$ cat config.mk
export PLATFORM = sky130hd
export DESIGN_NAME = instr_loader_ram
export DESIGN_NICKNAME = d
export VERILOG_FILES = /design/src/rtl/instr_loader_pkg.sv /design/src/rtl/btn_edge.sv /design/src/rtl/instr_loader_ram.sv
export SDC_FILE = /design/constraint.sdc
export NUM_CORES = 1
export LEC_CHECK = 0
export CAP_MARGIN = 20
export CORE_UTILIZATION = 45
export DETAILED_ROUTE_END_ITERATION = 8
export SYNTH_ARGS = -nofsm -noshare
export SYNTH_HDL_FRONTEND = slang
export SYNTH_SLANG_ARGS = --single-unit
export TNS_END_PERCENT = 10
$ cat constraint.sdc
create_clock -name clk -period 3.9 [get_ports clk]
set_input_delay 0.78 -clock clk [delete_from_list [all_inputs] [get_ports clk]]
set_output_delay 0.78 -clock clk [all_outputs]
set_load 0.01 [all_outputs]
$ cat src/rtl/instr_loader_pkg.sv
// Shared defaults, byte-count helper and FSM state type for the instruction loader.
package instr_loader_pkg;

  localparam int unsigned DEF_DEPTH = 16;
  localparam int unsigned DEF_IW    = 38;

  // Bytes needed to carry one instruction word of width iw.
  function automatic int unsigned bpi_of(input int unsigned iw);
    return (iw + 32'd7) / 32'd8;
  endfunction

  typedef enum logic [1:0] {
    S_IDLE = 2'd0,
    S_ASM  = 2'd1,
    S_FULL = 2'd2
  } state_t;

endpackage

$ cat src/rtl/btn_edge.sv
// Two-flop synchroniser for an asynchronous push-button followed by a
// rising-edge detector; one registered pulse per press regardless of hold time.
module btn_edge (
  input  logic clk,
  input  logic rst,
  input  logic btn,
  output logic pulse
);

  logic sync1_q;
  logic sync2_q;
  logic prev_q;

  // Synchronise, remember the previous level and emit a pulse on 0->1.
  always_ff @(posedge clk) begin
    if (rst) begin
      sync1_q <= 1'b0;
      sync2_q <= 1'b0;
      prev_q  <= 1'b0;
      pulse   <= 1'b0;
    end else begin
      sync1_q <= btn;
      sync2_q <= sync1_q;
      prev_q  <= sync2_q;
      pulse   <= sync2_q & ~prev_q;
    end
  end

endmodule

$ cat src/rtl/instr_loader_ram.sv
// Instruction RAM loaded MSB-first from a UART byte stream, with a
// combinational CPU fetch port and a push-button byte inspector for debug.
module instr_loader_ram
  import instr_loader_pkg::*;
#(
  parameter int unsigned DEPTH = DEF_DEPTH,
  parameter int unsigned IW    = DEF_IW,
  localparam int unsigned BPI  = bpi_of(IW),
  localparam int unsigned AW   = (DEPTH > 2) ? $clog2(DEPTH) : 1,
  localparam int unsigned BW   = (BPI > 1) ? $clog2(BPI) : 1
) (
  input  logic          clk,
  input  logic          rst,
  input  logic [7:0]    rx_data,
  input  logic          rx_valid,
  input  logic          clr,
  input  logic [AW-1:0] rd_addr,
  output logic [IW-1:0] instruction,
  output logic [AW:0]   count,
  output logic          full,
  output logic          overflow,
  output logic          load_done,
  input  logic          btn_next,
  input  logic          btn_byte,
  output logic [AW-1:0] dbg_addr,
  output logic [BW-1:0] dbg_idx,
  output logic [7:0]    dbg_byte
);

  // Previously received bytes of the word being assembled.
  localparam int unsigned SRW = (BPI > 1) ? 8 * (BPI - 1) : 8;

  state_t          state_q, state_d;
  logic [IW-1:0]   ram [DEPTH];
  logic [SRW-1:0]  sr_q;
  logic [BW-1:0]   byte_cnt_q, byte_cnt_d;
  logic [AW-1:0]   wr_ptr_q;
  logic [AW:0]     count_q;
  logic            full_q;
  logic            overflow_q;
  logic            load_done_q;
  logic            last_byte_c;
  logic            wr_en_c;
  logic            ovf_set_c;

  logic            next_pulse;
  logic            byte_pulse;
  logic [AW-1:0]   dbg_addr_q;
  logic [BW-1:0]   dbg_idx_q;
  logic [7:0]      dbg_byte_q;
  logic [AW:0]     dbg_lim_c;
  logic [8*BPI-1:0] dbg_word_c;
  logic [7:0]      dbg_sel_c;

  // State register.
  always_ff @(posedge clk) begin
    if (rst) state_q <= S_IDLE;
    else     state_q <= state_d;
  end

  // Next state, byte counting, write and overflow decisions.
  always_comb begin
    state_d     = state_q;
    byte_cnt_d  = byte_cnt_q;
    wr_en_c     = 1'b0;
    ovf_set_c   = 1'b0;
    last_byte_c = (byte_cnt_q == BW'(BPI - 1));
    if (clr) begin
      state_d    = S_IDLE;
      byte_cnt_d = '0;
    end else if (rx_valid) begin
      byte_cnt_d = last_byte_c ? '0 : byte_cnt_q + BW'(1);
      case (state_q)
        S_IDLE, S_ASM: begin
          if (last_byte_c) begin
            wr_en_c = 1'b1;
            state_d = (count_q == (AW+1)'(DEPTH - 1)) ? S_FULL : S_IDLE;
          end else begin
            state_d = S_ASM;
          end
        end
        S_FULL: begin
          if (last_byte_c) ovf_set_c = 1'b1;
        end
        default: state_d = S_IDLE;
      endcase
    end
  end

  // Word assembly, RAM write, pointer/count and status flags.
  always_ff @(posedge clk) begin
    if (rst) begin
      for (int unsigned i = 0; i < DEPTH; i++) ram[AW'(i)] <= '0;
      sr_q        <= '0;
      byte_cnt_q  <= '0;
      wr_ptr_q    <= '0;
      count_q     <= '0;
      full_q      <= 1'b0;
      overflow_q  <= 1'b0;
      load_done_q <= 1'b0;
    end else begin
      byte_cnt_q  <= byte_cnt_d;
      load_done_q <= wr_en_c;
      if (rx_valid && !clr) sr_q <= SRW'({sr_q, rx_data});
      if (wr_en_c) ram[wr_ptr_q] <= IW'({sr_q, rx_data});
      if (clr) begin
        wr_ptr_q   <= '0;
        count_q    <= '0;
        full_q     <= 1'b0;
        overflow_q <= 1'b0;
      end else begin
        if (wr_en_c) begin
          wr_ptr_q <= wr_ptr_q + AW'(1);
          count_q  <= count_q + (AW+1)'(1);
          full_q   <= (count_q == (AW+1)'(DEPTH - 1));
        end
        if (ovf_set_c) overflow_q <= 1'b1;
      end
    end
  end

  assign instruction = ram[rd_addr];
  assign count       = count_q;
  assign full        = full_q;
  assign overflow    = overflow_q;
  assign load_done   = load_done_q;

  btn_edge u_btn_next (
    .clk   (clk),
    .rst   (rst),
    .btn   (btn_next),
    .pulse (next_pulse)
  );

  btn_edge u_btn_byte (
    .clk   (clk),
    .rst   (rst),
    .btn   (btn_byte),
    .pulse (byte_pulse)
  );

  // Highest inspectable address and the selected byte (index 0 = MSB).
  always_comb begin
    dbg_lim_c  = (count_q == '0) ? '0 : count_q - (AW+1)'(1);
    dbg_word_c = (8*BPI)'(ram[dbg_addr_q]);
    dbg_sel_c  = '0;
    for (int unsigned i = 0; i < BPI; i++) begin
      if (dbg_idx_q == BW'(i)) dbg_sel_c = dbg_word_c[8*(BPI-1-i) +: 8];
    end
  end

  // Debug cursor: saturating word address, wrapping byte index, registered byte.
  always_ff @(posedge clk) begin
    if (rst) begin
      dbg_addr_q <= '0;
      dbg_idx_q  <= '0;
      dbg_byte_q <= '0;
    end else begin
      if (clr) begin
        dbg_addr_q <= '0;
      end else if (next_pulse && ({1'b0, dbg_addr_q} < dbg_lim_c)) begin
        dbg_addr_q <= dbg_addr_q + AW'(1);
      end
      if (byte_pulse) begin
        dbg_idx_q <= (dbg_idx_q == BW'(BPI - 1)) ? '0 : dbg_idx_q + BW'(1);
      end
      dbg_byte_q <= dbg_sel_c;
    end
  end

  assign dbg_addr = dbg_addr_q;
  assign dbg_idx  = dbg_idx_q;
  assign dbg_byte = dbg_byte_q;

endmodule

==> flow_summary.yaml <==
clock_tree:
  numClockSinks: 682
  holdBufCountCts: 0
  post_cts_resized: 0
  cts.htree.levels: 3
  tritoncts: "built"
  root_buffer: "clkbuf_16"
  cts_buffer_depth: 3
  cts.clk_slew.worst_paths_ns: 0.05
  post_cts_buffers: 0
  clock_latency_ns: 0.63
  cts-buffers-inserted: 77
sta:
  rsz0062_at_grt: "false"
  setup_ws_ns: 0.202
  slew_violations: 0
  finalSetupTns_ns: 0
  post-route-min-period_ns: 3.70
  timing.final.hold_violations: 0
  clock_skew_ns: 0.0232
  worst_slew_pin_slew_ns: 0.941
  finalSetupViolCount: 0
  max_freq_mhz: 270
  period_share: 0.948
  slew_headroom: 0.373
setup_path:
  crit_type: "in -> out"
  end_kind: "primary output"
  crit_fanout: 14
  critPathRequiredTime_ns: 3.12
  crit_arrival_ns: 2.92
  r2r_cells: 10
  critPathLaunchType: "input port"
route:
  vias: 21500
  route.detailed.drc: 0
  dr.pass1.iters: 5
  post_drt_wl_per_cell_um: 32.9
  routed_via_density: 6.31
  drt_wl_total_um: 112000
  initialDrtViolationCount: 2794
  ant_nets: 0
global_routing:
  grt.total_usage: 0.291
  first_global_vias: 21600
  grt_max_degree: 64
  grt_pass1_wl_um: 160000
  antenna_found_initial: 5
  overflow: 0
power_and_ir_drop:
  power_density_nw_per_um2: 424
  p_leak_nw: 13.4
  vdd_drop_max_mv: 0.315
synthesis:
  synth.distinct_cells: 47
  syn_avg_cell_area_um2: 15.5
  synth_warnings: 0
  synth_area_um2: 35000
  synth_cells: 2261
  synth_edf_count: 608
  synthesis.nets: 2298
  async_flop_share: 0
  dominantRegCellSynth: "edfxtp_1"
  ys_seq_area_frac: 0.565
  synth_seq_cells: 682
run:
  cap_violations: 0
placement:
  portBuffers: 78
  dpl.hpwl_um: 62900
  gp_congestion: 0.845
  place_ws_ns: 0.207
floorplanning:
  start_util: 0.457
  die_x_um: 281
  rows: 101
  io_pins: 79
  dieArea_um2: 78800
  core_um2: 76500
  die_h_um: 281
min_path:
  hold_depth: 1
  hold_path_class: "reg -> reg"
cells_and_area:
  most-common-layout-cells: "and2_1 (610), edfxtp_1 (608), mux4_2 (353)"
  drive_gt1_frac: 0.274
  areaGrowthSynthToFinish_pct: 14.5
  final_nets: 2352
  n_fill_cell: 6158
  final_common_cell: "and2_1"
status:
  outcome: "completed"
-- layout make-up --
type                       instances  area, µm²  area share
clock inverter                    36        303     0.00756
timing repair buffer             190       2090      0.0522
clock buffer                     108       2180      0.0544
tap                             1030       1290      0.0322
multi-input combinational       1350      14400       0.359
sequential                       682      19800       0.493
antenna                            2       5.00    0.000125
inverter                          14       52.6     0.00131
-- report_power, final --
part	internal, W	switching (W)	leakage, nW	total [W]
combinational	0.000658	0.000666	5.65	0.00132
clock	0.00418	0.00304	1.22	0.00723
sequential	0.00824	0.000183	6.49	0.00843
total	0.0131	0.00389	13.4	0.0170
-- worst paths after layout --
check | start | slack [ns] | to
hold reg to reg | u_btn_next.prev_q$_SDFF_PP0_ | 0.39 | u_btn_next.pulse$_SDFF_PP0_
setup reg to reg | flip-flop | 0.43 | dbg_byte[2]$_SDFF_PP0_
setup / recovery | rd_addr[0] | 0.20 | instruction[28]
hold / removal | u_btn_next.prev_q$_SDFF_PP0_ | 0.39 | u_btn_next.pulse$_SDFF_PP0_
-- registers in the layout, summed over array words and instances, names as in the netlist, named ones only --
| register | cells |
|---|---|
| full | 1 |
| dbg_addr | 4 |
| u_btn_byte.pulse | 1 |
| ram | 608 |
| u_btn_next.pulse | 1 |
| state_q | 2 |
| wr_ptr_q | 4 |
| count | 5 |
| dbg_byte | 8 |
| dbg_idx | 3 |
| u_btn_next.sync1_q | 1 |
| overflow | 1 |
| u_btn_byte.prev_q | 1 |
| u_btn_byte.sync1_q | 1 |
| u_btn_byte.sync2_q | 1 |
| u_btn_next.sync2_q | 1 |
| load_done | 1 |
| byte_cnt_q | 3 |
| u_btn_next.prev_q | 1 |
| sr_q | 30 |
-- worst max-delay path, cell delays in order --
cell             delay, ns
buf_8                 0.19
buf_4                 0.34
mux4_2                0.55
mux4_2                0.53
clkdlybuf4s50_1       0.51
-- synth_stat cells, types with 6 or more instances --
cell type,number,area share
mux2i_1,29,0.0083
nand2_1,81,0.0087
nor2_1,50,0.0054
dfxtp_1,74,0.042
edfxtp_1,608,0.52
or2_2,18,0.0032
and2_1,610,0.11
o22ai_1,9,0.0016
buf_6,6,0.0019
o21ai_0,7,0.0010
nor3_1,10,0.0014
mux4_2,353,0.23
buf_4,7,0.0015
a2111oi_0,6,0.0015
a211oi_1,11,0.0024
buf_2,31,0.0044
nor4_1,8,0.0014
inv_1,13,0.0014
ha_1,19,0.0068
xor2_1,6,0.0015
buf_1,16,0.0017
a21oi_1,40,0.0057
clkbuf_1,155,0.017
mux2_2,27,0.0087
nor2b_1,22,0.0039
-- logic make-up after synthesis --
kind of cell,share of synthesized area
muxes,0.244
xor gates and xnor gates,0.00200
buffers and inverters,0.0277
DFF,0.565
and+or+nand+nor,0.138
AOI/OAI and AO/OA,0.0165
adders and majority gates,0.00680
-- through the flow --
step	area (µm²)	utilization	total power (W)	hold slack [ns]	cells
after floorplan	35000	-	0.00925	0.367	2261
after detailed placement	37500	0.491	0.00990	0.376	3266
after global routing	40000	0.524	0.0174	0.402	3410
after CTS	40000	0.524	0.0171	0.389	3410
final	40000	0.524	0.0170	0.387	3412
after global placement	37500	0.491	0.00987	0.381	3266
-- per-layer routing --
layer	global-route usage	share of wire	up-vias
li1	-	-	8720
met5	0	0	-
met3	0.0497	0.090	211
met1	0.391	0.39	11400
met2	0.481	0.49	1215
met4	0.0992	0.033	0
(Power assumes the default switching activity.)
